<file path="src/rtl/life_engine_if.sv">
`default_nettype none
// ============================================================================
// Module      : life_engine_if
// Description : Controller <-> life_engine bundle: seed load handshake,
//               step/run controls, and grid/generation status.
// Revision    : 1.0 - initial release
// ============================================================================
interface life_engine_if #(
    parameter int ROWS  = 8,
    parameter int COLS  = 8,
    parameter int GEN_W = 16
);
    logic                   load_valid;
    logic                   load_ready;
    logic [ROWS*COLS-1:0]   load_grid;
    logic                   step;
    logic                   run;
    logic [ROWS*COLS-1:0]   grid_out;
    logic [GEN_W-1:0]       gen_count;
    logic                   gen_valid;
    logic                   busy;
    logic                   stable;
    logic                   extinct;

    // Controller side
    modport master (
        output load_valid, load_grid, step, run,
        input  load_ready, grid_out, gen_count, gen_valid, busy, stable, extinct
    );

    // Engine side
    modport slave (
        input  load_valid, load_grid, step, run,
        output load_ready, grid_out, gen_count, gen_valid, busy, stable, extinct
    );
endinterface
`default_nettype wire

</file>
<file path="src/rtl/life_engine.sv">
`default_nettype none
// ============================================================================
// Module      : life_engine
// Description : Clocked R x C Game-of-Life engine with configurable edge
//               mode and birth/survive rules, single-step / free-run control,
//               generation counter and stable/extinct status.
// Revision    : 1.0 - initial release
// ============================================================================
module life_engine #(
    parameter int       ROWS         = 8,
    parameter int       COLS         = 8,
    parameter int       WRAP         = 0,
    parameter bit [8:0] BIRTH_MASK   = 9'b000001000,
    parameter bit [8:0] SURVIVE_MASK = 9'b000001100,
    parameter int       GEN_W        = 16
) (
    input  wire logic       clk,
    input  wire logic       rst,        // asynchronous, active-low
    life_engine_if.slave    bus
);
    localparam int c_CELLS = ROWS * COLS;
    // Rule masks padded to 16 entries so a 4-bit count indexes them exactly
    localparam bit [15:0] c_BIRTH16 = {7'd0, BIRTH_MASK};
    localparam bit [15:0] c_SURV16  = {7'd0, SURVIVE_MASK};

    typedef enum logic [1:0] {
        S_IDLE = 2'd0,
        S_RUN  = 2'd1,
        S_HALT = 2'd2
    } state_t;

    state_t               r_state;
    state_t               w_state_nxt;
    logic [c_CELLS-1:0]   r_grid;
    logic [c_CELLS-1:0]   w_nxt;
    logic [GEN_W-1:0]     r_gen;
    logic                 r_gen_valid;
    logic                 r_stable;
    logic                 r_extinct;
    logic                 w_same;
    logic                 w_sat;
    logic                 w_do_load;
    logic                 w_do_adv;
    logic                 w_set_stable;

    // Per-cell successor: neighbour positions are resolved at elaboration,
    // so the datapath is just 8 taps, a popcount and a rule-mask lookup.
    for (genvar gr = 0; gr < ROWS; gr++) begin : g_row
        for (genvar gc = 0; gc < COLS; gc++) begin : g_col
            logic [8:0] w_nb;
            logic [3:0] w_cnt;
            for (genvar gk = 0; gk < 9; gk++) begin : g_nb
                localparam int DR     = gk / 3 - 1;
                localparam int DC     = gk % 3 - 1;
                localparam int RR     = gr + DR;
                localparam int CC     = gc + DC;
                localparam int RW     = (RR + ROWS) % ROWS;
                localparam int CW     = (CC + COLS) % COLS;
                localparam bit INSIDE = (RR >= 0) && (RR < ROWS) && (CC >= 0) && (CC < COLS);
                // Centre tap (gk==4) is the cell itself and never counts
                localparam bit USE    = (gk != 4) && ((WRAP != 0) || INSIDE);
                assign w_nb[gk] = USE ? r_grid[RW*COLS + CW] : 1'b0;
            end
            // Count live neighbours (0..8)
            always_comb begin
                w_cnt = 4'd0;
                for (int k = 0; k < 9; k++) begin
                    w_cnt = w_cnt + {3'd0, w_nb[k]};
                end
            end
            assign w_nxt[gr*COLS + gc] = r_grid[gr*COLS + gc] ? c_SURV16[w_cnt]
                                                              : c_BIRTH16[w_cnt];
        end
    end

    assign w_same = (w_nxt == r_grid);
    assign w_sat  = &r_gen;

    // Next-state and per-cycle action decode (load > run > step)
    always_comb begin
        w_state_nxt  = r_state;
        w_do_load    = 1'b0;
        w_do_adv     = 1'b0;
        w_set_stable = 1'b0;
        case (r_state)
            S_IDLE: begin
                if (bus.load_valid) begin
                    w_do_load = 1'b1;
                end else if (bus.run) begin
                    w_state_nxt = S_RUN;
                end else if (bus.step) begin
                    if (w_same) begin
                        w_set_stable = 1'b1;
                    end else if (!w_sat) begin
                        w_do_adv = 1'b1;
                    end
                end
            end
            S_RUN: begin
                if (!bus.run) begin
                    w_state_nxt = S_IDLE;
                end else if (w_same) begin
                    w_set_stable = 1'b1;
                    w_state_nxt  = S_HALT;
                end else if (w_sat) begin
                    w_state_nxt = S_HALT;
                end else begin
                    w_do_adv = 1'b1;
                end
            end
            S_HALT: begin
                if (bus.load_valid) begin
                    w_do_load   = 1'b1;
                    w_state_nxt = S_IDLE;
                end else if (!bus.run) begin
                    w_state_nxt = S_IDLE;
                end
            end
            default: w_state_nxt = S_IDLE;
        endcase
    end

    // State register
    always_ff @(posedge clk or negedge rst) begin
        if (!rst) begin
            r_state <= S_IDLE;
        end else begin
            r_state <= w_state_nxt;
        end
    end

    // Grid, generation counter and status registers
    always_ff @(posedge clk or negedge rst) begin
        if (!rst) begin
            r_grid      <= '0;
            r_gen       <= '0;
            r_gen_valid <= 1'b0;
            r_stable    <= 1'b0;
            r_extinct   <= 1'b1;
        end else begin
            r_gen_valid <= w_do_adv;
            if (w_do_load) begin
                r_grid    <= bus.load_grid;
                r_gen     <= '0;
                r_stable  <= 1'b0;
                r_extinct <= (bus.load_grid == '0);
            end else if (w_do_adv) begin
                r_grid    <= w_nxt;
                r_gen     <= r_gen + 1'b1;
                r_stable  <= 1'b0;
                r_extinct <= (w_nxt == '0);
            end else if (w_set_stable) begin
                r_stable  <= 1'b1;
            end
        end
    end

    assign bus.load_ready = (r_state != S_RUN);
    assign bus.busy       = (r_state == S_RUN);
    assign bus.grid_out   = r_grid;
    assign bus.gen_count  = r_gen;
    assign bus.gen_valid  = r_gen_valid;
    assign bus.stable     = r_stable;
    assign bus.extinct    = r_extinct;
endmodule
`default_nettype wire

</file>
<file path="src/flat_wrapper.sv">
// flat-port wrapper written by rule: the top's interface ports become plain ports
module life_engine_flat 
#(
    parameter int       ROWS         = 8,
    parameter int       COLS         = 8,
    parameter int       WRAP         = 0,
    parameter bit [8:0] BIRTH_MASK   = 9'b000001000,
    parameter bit [8:0] SURVIVE_MASK = 9'b000001100,
    parameter int       GEN_W        = 16
)
  (clk, rst, bus_load_valid, bus_load_grid, bus_step, bus_run, bus_load_ready, bus_grid_out, bus_gen_count, bus_gen_valid, bus_busy, bus_stable, bus_extinct);
  life_engine_if #(.ROWS(ROWS), .COLS(COLS), .GEN_W(GEN_W)) bus_i ();
  input  wire logic clk;
  input  wire logic rst;
  input wire logic [$bits(bus_i.load_valid)-1:0] bus_load_valid;
  input wire logic [$bits(bus_i.load_grid)-1:0] bus_load_grid;
  input wire logic [$bits(bus_i.step)-1:0] bus_step;
  input wire logic [$bits(bus_i.run)-1:0] bus_run;
  output wire logic [$bits(bus_i.load_ready)-1:0] bus_load_ready;
  output wire logic [$bits(bus_i.grid_out)-1:0] bus_grid_out;
  output wire logic [$bits(bus_i.gen_count)-1:0] bus_gen_count;
  output wire logic [$bits(bus_i.gen_valid)-1:0] bus_gen_valid;
  output wire logic [$bits(bus_i.busy)-1:0] bus_busy;
  output wire logic [$bits(bus_i.stable)-1:0] bus_stable;
  output wire logic [$bits(bus_i.extinct)-1:0] bus_extinct;
  assign bus_i.load_valid = bus_load_valid;
  assign bus_i.load_grid = bus_load_grid;
  assign bus_i.step = bus_step;
  assign bus_i.run = bus_run;
  assign bus_load_ready = bus_i.load_ready;
  assign bus_grid_out = bus_i.grid_out;
  assign bus_gen_count = bus_i.gen_count;
  assign bus_gen_valid = bus_i.gen_valid;
  assign bus_busy = bus_i.busy;
  assign bus_stable = bus_i.stable;
  assign bus_extinct = bus_i.extinct;
  life_engine #(.ROWS(ROWS), .COLS(COLS), .WRAP(WRAP), .BIRTH_MASK(BIRTH_MASK), .SURVIVE_MASK(SURVIVE_MASK), .GEN_W(GEN_W)) u_core (.clk(clk), .rst(rst), .bus(bus_i));
endmodule
</file>
<file path="config.mk">
export PLATFORM = sky130hd
export DESIGN_NAME = life_engine_flat
export DESIGN_NICKNAME = d
export VERILOG_FILES = /design/src/rtl/life_engine_if.sv /design/src/rtl/life_engine.sv /design/src/flat_wrapper.sv
export SDC_FILE = /design/constraint.sdc
export NUM_CORES = 1
export LEC_CHECK = 0
export BUFFER_PORTS_ARGS = -buffer_cell sky130_fd_sc_hd__buf_2
export CAP_MARGIN = 30
export CORE_UTILIZATION = 45
export CTS_BUF_LIST = sky130_fd_sc_hd__clkbuf_4 sky130_fd_sc_hd__clkbuf_8
export CTS_CLUSTER_SIZE = 28
export DETAILED_ROUTE_END_ITERATION = 8
export MAX_ROUTING_LAYER = met4
export PLACE_DENSITY = 0.69
export SLEW_MARGIN = 20
export SYNTH_ARGS = -nofsm -noshare
export SYNTH_HDL_FRONTEND = slang
export SYNTH_SLANG_ARGS = --single-unit
</file>
<file path="constraint.sdc">
create_clock -name clk -period 10 [get_ports clk]
set_input_delay 0.5 -clock clk [delete_from_list [all_inputs] [get_ports clk]]
set_output_delay 0.5 -clock clk [all_outputs]
set_load 0.1 [all_outputs]
</file>
==> summary.txt, run 1 <==
CP startpoint: u_core.bus.grid_out[44]
Clock slew at reported path FFs: 0.12 ns
I/O Buffers: 153
Root Buffer: clkbuf_8
RR Startpoint: u_core.bus.grid_out[44]
Synth-to-layout area growth: 9.80%
Critical path capture point type: register
Post-synth top cells: inv_1 (378), fa_1 (196), ha_1 (162)
Largest net degree at the start of global routing: 71
Die area: 0.0334 mm2
Synthesized Nets: 2114
Skew final: 0.0188 ns
Number of distinct library cells after synthesis: 72
Worst reg2reg path depth: 17
GPL Wtd Cong: 1.11
FP Rows: 65
Yosys warns: 0
# IOs: 154
Post-synth ARST share: 1.00
Synth Instances: 1687
Routed WL per cell: 24.7 um
Synth top area cells: fa_1 (27%), dfrtp_1 (14%), ha_1 (14%)
Iter 0 DRT Violations: 1512
# nets final: 2253
Most common cell in the synthesized netlist: inv_1
Vias per cell: 6.09
First-pass GRT wire length: 83.9 mm
GR Overflow Total: 0
Clock latency at the later pin of the worst-skew pair: 0.41 ns
Remaining routing DRC violations: 0
H-tree Lvls: 3
Area share of the largest cell type after synthesis: 0.267
Initial Util: 0.462
Post-cts sizing count: 0
Post-synth top flop: dfrtp_1
Post-synth top area cell: fa_1
Synth Cell Area: 0.0147 mm2
Pre-antenna DRT Iters: 7
Yosys reg bits: 85
Vias in the first global route: 13307
Post-CTS Setup Bufs: 0
Sinks on Clock Net: 85
Max-cap viol count: 0
Core footprint: 0.0319 mm2
Slew HR: 0.405
Post-detail-place hpwl: 46.3 mm
Max Fclk: 144 MHz
Setup TNS Final: 0 ns
Avg Inst Size Synth: 8.72 um2
WP data arrival: 7.26 ns
Failing checks: negative hold slack
GR Util All Layers: 0.353
R2r setup slk: 3.04 ns
Die Width: 183 um
WS Path Type: register to register
Critical R2R Capture: u_core.bus.grid_out[57]
Vias post-DR: 13820
Share of layout cells above drive strength 1: 0.119
Crit path required time: 10.30 ns
Hold WS: -0.00649 ns
Worst Hold Class: input pin to asynchronous set/reset pin
Clock tree buffer depth: 2
Fin crit period: 6.96 ns
Hold Vio Cnt, Final: 1
Worst Setup Start Kind: register
Number of synthesized flops with an enable pin: 0
Run status: finished, violations left
Cts hold-fix bufs: 0
Worst slew pin tran: 0.893 ns
CTS buffer count: 9
Number of setup violations in the final report: 0
Post-Route WL: 56.1 mm
Initial antenna violation count: 3
Register area share after synthesis: 0.145
Die H: 183 um
CP Max Fanout: 52
Max Slew Vio Count: 0
Unrepaired setup endpoints after global routing: false
Fin crit share: 0.696
Post-route antenna net violation count: 0
CTS tree: built
layer usage:
| metal | up-vias | GRT usage | routed length (um) |
|---|---|---|---|
| met5 | - | - | 0 |
| met4 | 0 | 0.151 | 2900 |
| met3 | 155 | 0.0733 | 5710 |
| met2 | 811 | 0.527 | 24700 |
| met1 | 6857 | 0.466 | 22800 |
| li1 | 5997 | - | - |
logic make-up after synthesis:
group,after synthesis,share of synthesized area
buffers and inverters,414,0.110
XOR/XNOR,2,0.00119
AND/OR/NAND/NOR,523,0.187
adder cells (fa/ha/maj),358,0.404
AO/OA/AOI/OAI,294,0.145
flip-flops,85,0.145
multiplexers,11,0.00765
critical path, cell delays in order, from the launching register on:
cell      delay (ns)
dfrtp_1         0.68
inv_1           0.33
fa_1            0.58
fa_1            0.50
inv_1           0.05
fa_1            0.38
inv_1           0.08
fa_1            0.58
a22o_1          0.31
a221oi_1        0.32
nand4_1         0.12
or4_1           0.53
nor4_1          0.25
and4b_1         0.51
a21o_4          0.24
buf_4           0.56
nand2_2         0.39
o221a_2         0.36
sequential cells by signal, summed over array words and instances (netlist names):
register	flops
u_core.bus.gen_count	16
u_core.bus.stable	1
u_core.r_state	2
u_core.bus.grid_out	64
u_core.bus.gen_valid	1
u_core.bus.extinct	1
worst max path at each step:
stage	end	cells past startpoint
after floorplan	u_core.bus.grid_out[25]	19
after global placement	u_core.bus.grid_out[6]	17
after detailed placement	u_core.bus.grid_out[41]	18
after CTS	u_core.bus.grid_out[41]	18
after global routing	u_core.bus.grid_out[3]	17
final	u_core.bus.grid_out[57]	17
cell type report:
type,count,area [um2]
repair buffers,163,861
flip-flops and latches,85,2130
inverters,379,1420
fillers,3065,15700
clock buffers,9,124
clock inverters,7,76.3
diodes,3,7.51
multi-input cells,1188,11000
well taps,435,544
layout by cell type, fill, tap and decap left out, drive strengths merged, types with 8 or more instances in the layout:
cell     Yosys  routed
ha         162     162
nand3b       8       8
o221a       15      15
o21a         8       8
fa         196     196
nor2       136     136
o2bb2ai     10      10
o22ai       13      13
o21ai       39      39
nor2b       42      42
nor3b       36      36
inv        379     383
a31oi       36      36
nor3        40      40
nand2b      28      28
o2111ai      9       9
buf         17     163
a211oi      35      35
clkbuf      18       9
a21oi       45      45
mux2i        9       9
nand3       30      30
dfrtp       84      84
nand4       43      43
nor4bb      10      10
nand2       91      91
a22oi        8       8
nor4        29      29
o21bai      12      12
or4          8       8
stage by stage:
stage	instances	util	worst slack, ns	hold WS, ns	area [um2]
6_report	2269	0.507	3.04	-0.00649	16200
2_1_floorplan	1687	-	4.13	0.204	14700
4_1_cts	2265	0.505	3.12	0.0122	16100
3_5_place_dp	2249	0.499	3.17	0.458	15900
5_1_grt	2269	0.507	2.79	0.0259	16200
3_3_place_gp	2248	0.499	3.15	0.451	15900
Power of run 1 is not shown: default switching activity piles up to over one toggle a cycle in this logic, so the estimate is an artifact.
==> run 2, diff against run 1 <==
- clock period: 10 -> 6.65 ns (I/O delays scaled with it)
==> summary.txt, run 2 (synthesized netlist as in run 1, its figures left out) <==
CTS buffer count: 9 (unchanged)
Setup TNS Final: 0 ns (unchanged)
R2r setup slk: 0.44 ns (-2.60 ns)
Fillers: 3090 (+0.82%)
Skew final: 0.0241 ns (+0.00531 ns)
Worst Hold Class: input pin to register
Worst reg2reg path depth: 19 (+2)
Clock latency at the later pin of the worst-skew pair: 0.42 ns (about the same)
Post-route antenna net violation count: 0 (unchanged)
GR Overflow Total: 0 (unchanged)
Slew HR: 0.312 (-0.0929)
Die H: 183 um (unchanged)
Synth-to-layout area growth: 10.9%
WS Path Type: register to register
Clock slew at reported path FFs: 0.12 ns (about the same)
WP data arrival: 6.53 ns (-0.73 ns)
Share of layout cells above drive strength 1: 0.127 (+0.00844)
Iter 0 DRT Violations: 1348 (-11%)
Final WS setup: 0.438 ns (-2.60 ns)
Pre-antenna DRT Iters: 8 (+1)
Run status: completed
RR Startpoint: u_core.bus.grid_out[34]
Critical path capture point type: register
Post-Route WL: 58.1 mm (+3.5%)
Number of setup violations in the final report: 0 (unchanged)
Pre-CTS setup slack: 0.562 ns (-2.61 ns)
Post-detail-place hpwl: 47.6 mm (+2.9%)
Root Buffer: clkbuf_8
Largest net degree at the start of global routing: 57 (-20%)
Post-CTS Setup Bufs: 0 (unchanged)
Worst slew pin tran: 1.01 ns (+0.113 ns)
Worst Setup Start Kind: register
Most frequent cells in the layout: inv_1 (378), fa_1 (196), ha_1 (162)
Critical R2R Capture: u_core.bus.grid_out[26]
CTS tree: built
# nets final: 2274 (+0.93%)
Hold EP: u_core.bus.grid_out[58]
FP Rows: 65 (unchanged)
Die Width: 183 um (unchanged)
Delay-heaviest family, CP: adder cells
H-tree Lvls: 3 (unchanged)
Sinks on Clock Net: 85 (unchanged)
Vias per cell: 6.08 (-0.23%)
Routed WL per cell: 25.3 um (+2.5%)
Unrepaired setup endpoints after global routing: false
# IOs: 154 (unchanged)
Clock tree buffer depth: 2 (unchanged)
Max Slew Vio Count: 0 (unchanged)
Top cell by count, worst path: fa_1
Fin crit period: 6.21 ns (-0.746 ns)
Vias in the first global route: 13343 (+0.27%)
CP bufs+invs: 6 (+2)
Vias post-DR: 13922 (+0.74%)
Min-delay src: bus_load_grid[58]
CP startpoint: u_core.bus.grid_out[34]
Hold Vio Cnt, Final: 0 (-1)
Crit path required time: 6.97 ns (-3.33 ns)
First-pass GRT wire length: 85.6 mm (+2.0%)
Die area: 0.0334 mm2 (unchanged)
Fin crit share: 0.934 (+0.238)
Initial antenna violation count: 5 (+2)
CP Max Fanout: 51 (-1.9%)
Max Fclk: 161 MHz (+12%)
Most common cell after layout, fill and taps aside: inv_1
Crit path max-delay cell type: a221oi_1
Worst path max stage delay: 0.66 ns (-0.02 ns)
Cell depth of the worst min-delay path: 3
CP cell instances: inv_1 -> fa_1 -> fa_1 -> inv_1 -> fa_1 -> inv_1 -> fa_1 -> nor3b_1 -> buf_4 -> a221oi_1 -> nand4_1 -> nor4_1 -> nor4b_1 -> and4b_1 -> a21o_4 -> inv_2 -> buf_12 -> a211o_1 -> o221a_2
Remaining routing DRC violations: 0 (unchanged)
GPL Wtd Cong: 1.09 (-1.6%)
Initial Util: 0.462 (unchanged)
I/O Buffers: 153 (unchanged)
GR Util All Layers: 0.366 (+0.0121)
Max-cap viol count: 0 (unchanged)
Core footprint: 0.0319 mm2 (unchanged)
Max reg flops: 64 (unchanged)
run 2: changes by cell type in the layout (fill, tap and decap cells not counted), sizes merged:
cell         delta
buf            +20
dlygate4sd3     +1
clkinv          -3
bufinv          +1
clkinvlp        +3
diode           +2
inv             -2
run 2: worst register-to-register path, stage by stage, from the launching register on:
cell	delay (ns)
dfrtp_1	0.64
inv_1	0.33
fa_1	0.61
fa_1	0.41
inv_1	0.07
fa_1	0.21
inv_1	0.07
fa_1	0.51
nor3b_1	0.06
buf_4	0.18
a221oi_1	0.67
nand4_1	0.18
nor4_1	0.39
nor4b_1	0.38
and4b_1	0.31
a21o_4	0.28
inv_2	0.10
buf_12	0.19
a211o_1	0.41
o221a_2	0.12
run 2: what timing repair did:
| action | in CTS | in global routing |
|---|---|---|
| hold buffers | 1 | 0 |
| gates resized for setup | 0 | 0 |
| endpoints found under the hold margin | 30 | 0 |
run 2: worst max-delay path by stage:
stage	slack, ns	cells after the start	endpoint
6_report	0.44	19	u_core.bus.grid_out[26]
3_5_place_dp	0.56	19	u_core.bus.grid_out[26]
3_3_place_gp	0.60	19	u_core.bus.grid_out[41]
2_1_floorplan	0.78	19	u_core.bus.grid_out[25]
4_1_cts	0.51	19	u_core.bus.grid_out[26]
5_1_grt	0.14	19	u_core.bus.grid_out[16]
run 2: area by class of cell:
cell class | instances | area [um2] | share of cell area
clock inverter | 6 | 70.1 | 0.00430
sequential | 85 | 2130 | 0.130
inverter | 379 | 1420 | 0.0872
clock buffer | 9 | 124 | 0.00759
antenna | 5 | 12.5 | 0.000767
tap | 435 | 544 | 0.0334
timing repair buffer | 184 | 1030 | 0.0629
multi-input combinational | 1188 | 11000 | 0.673
run 2: stage by stage:
stage	instance area, um2	instances	util	hold slack, ns
floorplan	14700	1687	-	0.0369
global placement	16100	2269	0.505	0.327
detailed placement	16100	2270	0.505	0.329
CTS	16300	2286	0.511	0.159
global route	16300	2291	0.512	0.161
finish	16300	2291	0.512	0.174
run 2: routing by layer:
| metal | GRT usage | vias to the layer above | wire length (um) |
|---|---|---|---|
| li1 | - | 6052 | - |
| met4 | 0.182 | 0 | 3090 |
| met2 | 0.533 | 797 | 25500 |
| met5 | - | - | 0 |
| met3 | 0.0852 | 154 | 5570 |
| met1 | 0.477 | 6919 | 23900 |
Power of run 2 is left out for the same reason.
